### src/rtl/pipe_stage_reg_pkg.sv
// Shared definitions for pipe_stage_reg: FSM state encodings and default
// bundle widths for the MEM/WB stage.
package pipe_stage_reg_pkg;

    typedef enum logic [1:0] {
        PSR_EMPTY = 2'd0,
        PSR_ONE   = 2'd1,
        PSR_TWO   = 2'd2
    } psr_state_e;

    localparam int PSR_CTRL_W = 2;
    localparam int PSR_DATA_W = 35;

endpackage

### src/rtl/pipe_stage_reg_sat_counter.sv
// Saturating up-counter with synchronous clear.
// A clear wins over an increment in the same cycle.
module sat_counter #(
    parameter int W = 16
) (
    input  logic         clk,
    input  logic         rst,
    input  logic         clr,
    input  logic         inc,
    output logic [W-1:0] cnt
);

    // NOTE: sequential state is written with non-blocking assignments only.
    always_ff @(posedge clk or posedge rst) begin
        if (rst) begin
            cnt <= '0;
        end else if (clr) begin
            cnt <= '0;
        end else if (inc && (cnt != '1)) begin
            cnt <= cnt + 1'b1;
        end
    end

endmodule

### src/rtl/pipe_stage_reg.sv
// Valid/ready pipeline stage register with optional two-entry skid buffer,
// synchronous flush, valid-gated control bundle and a stall-cycle counter.
module pipe_stage_reg
    import pipe_stage_reg_pkg::*;
#(
    parameter int CTRL_W = PSR_CTRL_W,
    parameter int DATA_W = PSR_DATA_W,
    parameter bit SKID   = 1'b1,
    parameter int CNT_W  = 16
) (
    input  logic              clk,
    input  logic              rst,
    input  logic              flush,
    input  logic              in_valid,
    output logic              in_ready,
    input  logic [CTRL_W-1:0] in_ctrl,
    input  logic [DATA_W-1:0] in_data,
    output logic              out_valid,
    input  logic              out_ready,
    output logic [CTRL_W-1:0] out_ctrl,
    output logic [DATA_W-1:0] out_data,
    output logic [1:0]        occ,
    output logic [CNT_W-1:0]  stall_cnt,
    input  logic              stall_clr
);

    psr_state_e        state;
    psr_state_e        state_nxt;
    logic              accept;
    logic              emit;
    logic              load_in;
    logic              load_skid;
    logic [CTRL_W-1:0] main_ctrl;
    logic [DATA_W-1:0] main_data;
    logic [CTRL_W-1:0] skid_ctrl;
    logic [DATA_W-1:0] skid_data;

    assign out_valid = (state != PSR_EMPTY);
    assign accept    = in_valid && in_ready;
    assign emit      = out_valid && out_ready;
    assign occ       = state;
    assign out_ctrl  = main_ctrl & {CTRL_W{out_valid}};
    assign out_data  = main_data;

    // Main entry takes the input beat when empty or when it is being drained.
    assign load_in   = accept && ((state == PSR_EMPTY) || ((state == PSR_ONE) && emit));
    assign load_skid = SKID && accept && (state == PSR_ONE) && !emit;

    always_comb begin
        // NOTE: next-state defaults to the current state first, so no latch is inferred.
        state_nxt = state;
        if (flush) begin
            state_nxt = PSR_EMPTY;
        end else begin
            case (state)
                PSR_EMPTY: if (accept) state_nxt = PSR_ONE;
                PSR_ONE: begin
                    if (load_skid)           state_nxt = PSR_TWO;
                    else if (!accept && emit) state_nxt = PSR_EMPTY;
                end
                PSR_TWO:   if (emit) state_nxt = PSR_ONE;
                default:   state_nxt = PSR_EMPTY;
            endcase
        end
    end

    always_ff @(posedge clk or posedge rst) begin
        if (rst) state <= PSR_EMPTY;
        else     state <= state_nxt;
    end

    // NOTE: payload registers are reset and flushed so out_data reads 0 afterwards.
    always_ff @(posedge clk or posedge rst) begin
        if (rst) begin
            main_ctrl <= '0;
            main_data <= '0;
        end else if (flush) begin
            main_ctrl <= '0;
            main_data <= '0;
        end else if (load_in) begin
            main_ctrl <= in_ctrl;
            main_data <= in_data;
        end else if ((state == PSR_TWO) && emit) begin
            main_ctrl <= skid_ctrl;
            main_data <= skid_data;
        end
    end

    generate
        if (SKID) begin : g_skid
            logic ready_q;

            always_ff @(posedge clk or posedge rst) begin
                if (rst) begin
                    ready_q   <= 1'b1;
                    skid_ctrl <= '0;
                    skid_data <= '0;
                end else begin
                    ready_q <= (state_nxt != PSR_TWO);
                    if (flush) begin
                        skid_ctrl <= '0;
                        skid_data <= '0;
                    end else if (load_skid) begin
                        skid_ctrl <= in_ctrl;
                        skid_data <= in_data;
                    end
                end
            end

            assign in_ready = ready_q;
        end else begin : g_no_skid
            assign in_ready  = out_ready || !out_valid;
            assign skid_ctrl = '0;
            assign skid_data = '0;
        end
    endgenerate

    sat_counter #(.W(CNT_W)) u_stall_cnt (
        .clk (clk),
        .rst (rst),
        .clr (stall_clr),
        .inc (out_valid && !out_ready),
        .cnt (stall_cnt)
    );

endmodule

### config.mk
export PLATFORM = sky130hd
export DESIGN_NAME = pipe_stage_reg
export DESIGN_NICKNAME = d
export VERILOG_FILES = /design/src/rtl/pipe_stage_reg_pkg.sv /design/src/rtl/pipe_stage_reg_sat_counter.sv /design/src/rtl/pipe_stage_reg.sv
export SDC_FILE = /design/constraint.sdc
export NUM_CORES = 1
export LEC_CHECK = 0
export ABC_AREA = 1
export CELL_PAD_IN_SITES_DETAIL_PLACEMENT = 0
export CELL_PAD_IN_SITES_GLOBAL_PLACEMENT = 2
export CORE_MARGIN = 4
export CORE_UTILIZATION = 25
export DETAILED_ROUTE_END_ITERATION = 6
export GPL_ROUTABILITY_DRIVEN = 0
export PLACE_DENSITY = 0.69
export SYNTH_ARGS = -nofsm -noshare
export SYNTH_HDL_FRONTEND = slang
export SYNTH_SLANG_ARGS = --single-unit
### constraint.sdc
create_clock -name clk -period 4.8 [get_ports clk]
set_input_delay 1.44 -clock clk [delete_from_list [all_inputs] [get_ports clk]]
set_output_delay 1.44 -clock clk [all_outputs]
set_load 0.01 [all_outputs]
==> impl_metrics.prom <==
# TYPE chip_impl_metric gauge
chip_impl_info{name="run_status",value="finished clean"} 1
chip_impl_metric{name="pin_count",unit=""} 100
chip_impl_metric{name="drt_pre_antenna_iters",unit=""} 4
chip_impl_metric{name="syn_inst",unit=""} 571
chip_impl_metric{name="wirelength_met1",unit="mm"} 6.132
chip_impl_info{name="synth_top_family_by_area",value="simple AND/OR/NAND/NOR gates"} 1
chip_impl_metric{name="die_x",unit="um"} 142.7
chip_impl_metric{name="num_antenna_cells",unit=""} 0
chip_impl_metric{name="max_cap_violations",unit=""} 0
chip_impl_metric{name="dp.final_hpwl",unit="mm"} 8.294
chip_impl_metric{name="grt_pass1_wl",unit="mm"} 20.86
chip_impl_metric{name="cts_resized",unit=""} 0
chip_impl_info{name="worstSetupPathType",value="input port to flip-flop"} 1
chip_impl_metric{name="port_buffers",unit=""} 99
chip_impl_metric{name="clock-skew-final",unit="ns"} 0.007405
chip_impl_metric{name="detail-route-antenna-nets",unit=""} 0
chip_impl_metric{name="initial_drc_count",unit=""} 143
chip_impl_metric{name="numClockSinks",unit=""} 93
chip_impl_metric{name="worst_slew_margin_rel",unit="%"} 28.09
chip_impl_metric{name="worst-endpoint-required",unit="ns"} 5.03
chip_impl_info{name="final_cell_mix",value="sky130_fd_sc_hd__nand2_1, sky130_fd_sc_hd__clkdlybuf4s50_1, sky130_fd_sc_hd__dfrtp_1, sky130_fd_sc_hd__inv_1, sky130_fd_sc_hd__o21ai_0"} 1
chip_impl_info{name="worstHoldPathType",value="flip-flop to flip-flop"} 1
chip_impl_metric{name="worst_slew_pin_slew",unit="ns"} 1.076
chip_impl_metric{name="cts_hold_buf",unit=""} 0
chip_impl_metric{name="vias_per_cell",unit=""} 4.444
chip_impl_metric{name="synth-compound-area-share",unit="%"} 13.74
chip_impl_info{name="most_common_cell_after_layout_fill_and_taps_aside",value="sky130_fd_sc_hd__nand2_1"} 1
chip_impl_metric{name="clock_insertion_delay_worst_skew",unit="ns"} 0.34
chip_impl_info{name="critical_path.startpoint_type",value="input port"} 1
chip_impl_metric{name="ff2ff_setup_slack",unit="ns"} 2.62
chip_impl_metric{name="wire_per_inst",unit="um"} 14.16
chip_impl_metric{name="chipHeight",unit="um"} 142.7
chip_impl_metric{name="synth_fa_ha_area_share",unit="%"} 0.2759
chip_impl_metric{name="synth-xor-area-share",unit="%"} 1.159
chip_impl_metric{name="final-hold-violation-count",unit=""} 0
chip_impl_info{name="tritoncts",value="built"} 1
chip_impl_metric{name="ys.warnings.count",unit=""} 0
chip_impl_metric{name="antenna_violations_before_repair",unit=""} 0
chip_impl_metric{name="syn_area",unit="um^2"} 4534
chip_impl_metric{name="grt_util_all_layers",unit="%"} 12.86
chip_impl_info{name="highest_signal_layer",value="met4"} 1
chip_impl_metric{name="routed-wl-met3",unit="um"} 497
chip_impl_metric{name="period_minus_slack",unit="ns"} 3.391
chip_impl_metric{name="routed_length_on_met2",unit="mm"} 5.766
chip_impl_metric{name="synth.yosys.seq_area_share",unit="%"} 51.35
chip_impl_metric{name="post_route_cells_drive_above_1_share",unit="%"} 5.732
chip_impl_metric{name="setup_violations",unit=""} 0
chip_impl_metric{name="yosys.area_share.simple",unit="%"} 22.71
chip_impl_metric{name="multiplexer_share_of_the_synthesized_area",unit="%"} 0
chip_impl_metric{name="vdd.ir_drop.worst",unit="V"} 0.0001595
chip_impl_metric{name="post-cts-setup-buffer-count",unit=""} 0
chip_impl_metric{name="num_rows",unit=""} 48
chip_impl_metric{name="dr_total_vias",unit=""} 3946
chip_impl_metric{name="ys_ff_latch",unit=""} 93
chip_impl_info{name="unrepaired_setup_endpoints_after_global_routing",value="no"} 1
chip_impl_metric{name="design.die.area",unit="um^2"} 20360
chip_impl_metric{name="grt_max_degree",unit=""} 75
chip_impl_metric{name="clock_tree.buffer_depth",unit=""} 2
chip_impl_metric{name="grt-ovfl-total",unit=""} 0
chip_impl_metric{name="leakagePower",unit="nW"} 2.599
chip_impl_metric{name="max_clock_freq",unit="MHz"} 294.9
chip_impl_info{name="critPathCaptureType",value="flip-flop"} 1
chip_impl_metric{name="power_dens_cells",unit="nW/um^2"} 291.4
chip_impl_metric{name="netlist-cell-type-count",unit=""} 29
chip_impl_metric{name="power",unit="mW"} 1.752
chip_impl_metric{name="worst-endpoint-arrival",unit="ns"} 3.62
chip_impl_metric{name="timing.critical_path.fanout_max",unit=""} 40
chip_impl_metric{name="fp.coreArea",unit="um^2"} 17540
chip_impl_metric{name="layout_worst_path_cycle_share",unit="%"} 70.64
chip_impl_metric{name="cts_buffers",unit=""} 9
chip_impl_metric{name="final-max-slew-violation-count",unit=""} 0
chip_impl_metric{name="effective_utilization_at_floorplan",unit="%"} 25.86
chip_impl_metric{name="first_global_vias",unit=""} 3931
chip_impl_metric{name="worst_setup_hold_path_clk_slew",unit="ns"} 0.07
chip_impl_metric{name="syn_nets",unit=""} 615
chip_impl_metric{name="synthesis.area_per_instance",unit="um^2"} 7.941
chip_impl_metric{name="drcViolationCount",unit=""} 0
chip_impl_info{name="cts_root_buffer",value="sky130_fd_sc_hd__clkbuf_16"} 1
chip_impl_metric{name="h-tree-depth",unit=""} 3
chip_impl_metric{name="design.final.nets",unit=""} 703
chip_impl_metric{name="totalNegativeSetupSlack",unit="ns"} 0
chip_impl_metric{name="area.growth.synth_to_final",unit="%"} 32.59
chip_impl_metric{name="totalWireLength",unit="mm"} 12.58
[sequential cells by signal (all words and copies together), names as in the netlist]
name / flops
in_ready: 1
main_ctrl: 2
occ: 2
out_data: 35
skid_ctrl: 2
skid_data: 35
u_stall_cnt.cnt: 16
[worst paths after layout]
path	from	endpoint	cells past startpoint
max in group asynchronous	rst	skid_data[3]$_DFFE_PP0P_	3
worst min register to register	skid_data[32]$_DFFE_PP0P_	skid_data[32]$_DFFE_PP0P_	2
worst max-delay path	flush	out_data[33]$_DFFE_PP0P_	5
worst min-delay path	skid_data[32]$_DFFE_PP0P_	skid_data[32]$_DFFE_PP0P_	2
worst max register to register	in_ready$_DFF_PP1_	out_data[10]$_DFFE_PP0P_	6
min in group asynchronous	rst	out_data[7]$_DFFE_PP0P_	2
[power breakdown]
group	total, mW	switching (mW)	internal (mW)	leakage [nW]
clock	0.719	0.304	0.415	0.145
combinational	0.211	0.124	0.0867	1.17
sequential	0.822	0.0144	0.808	1.28
total	1.75	0.443	1.31	2.60
[metrics by stage]
step	hold WS, ns	util (%)	worst slack [ns]	cells	instance area [um^2]
floorplan	0.4782	-	0.9413	571	4534
global placement	0.4912	32.62	1.098	873	5720
detailed placement	0.4997	32.62	0.9611	873	5720
CTS	0.5143	34.28	1.364	888	6012
global route	0.5340	34.28	1.147	888	6012
finish	0.5095	34.28	1.409	888	6012
[cell usage after synthesis (all sizes together)]
cell type | instances | area share [%]
a21oi | 2 | 0.47
buf | 14 | 2.0
clkbuf | 13 | 1.1
dfrtp | 92 | 51
dfstp | 1 | 0.58
ha | 1 | 0.28
inv | 93 | 7.7
nand2 | 136 | 12
nand3 | 50 | 5.6
nand3b | 2 | 0.33
nand4 | 13 | 1.8
nor2 | 29 | 3.3
nor3 | 1 | 0.11
o21ai | 115 | 13
o21bai | 3 | 0.50
xnor2 | 1 | 0.19
xor2 | 5 | 0.97
[worst max-delay path: stages]
cell and delay [ns]:
sky130_fd_sc_hd__clkdlybuf4s50_1 0.45, sky130_fd_sc_hd__inv_1 0.07, sky130_fd_sc_hd__buf_4 0.43, sky130_fd_sc_hd__nand3_2 0.79
sky130_fd_sc_hd__o21ai_0 0.43
[routing by layer]
metal / up-vias / GRT usage [%]
met1: 1856 / 17.91
met2: 84 / 20.23
li1: 1995 / -
met5: - / 0
met3: 11 / 2.009
met4: 0 / 4.802
[cell type report]
type | count | area [um^2]
Multi-Input combinational cell | 358 | 1730
Timing Repair Buffer | 104 | 1028
Clock inverter | 4 | 48.80
Tap cell | 225 | 281.5
Clock buffer | 11 | 242.7
Fill cell | 1893 | 11520
Inverter | 93 | 351.6
Sequential cell | 93 | 2328
[kinds of logic after synthesis]
logic type	Yosys count
and+or+nand+nor	231
AOI/OAI and AO/OA	120
buffers and inverters	120
DFF	93
xor gates and xnor gates	6
adders and majority gates	1
Power figures use the tool's default switching activity.
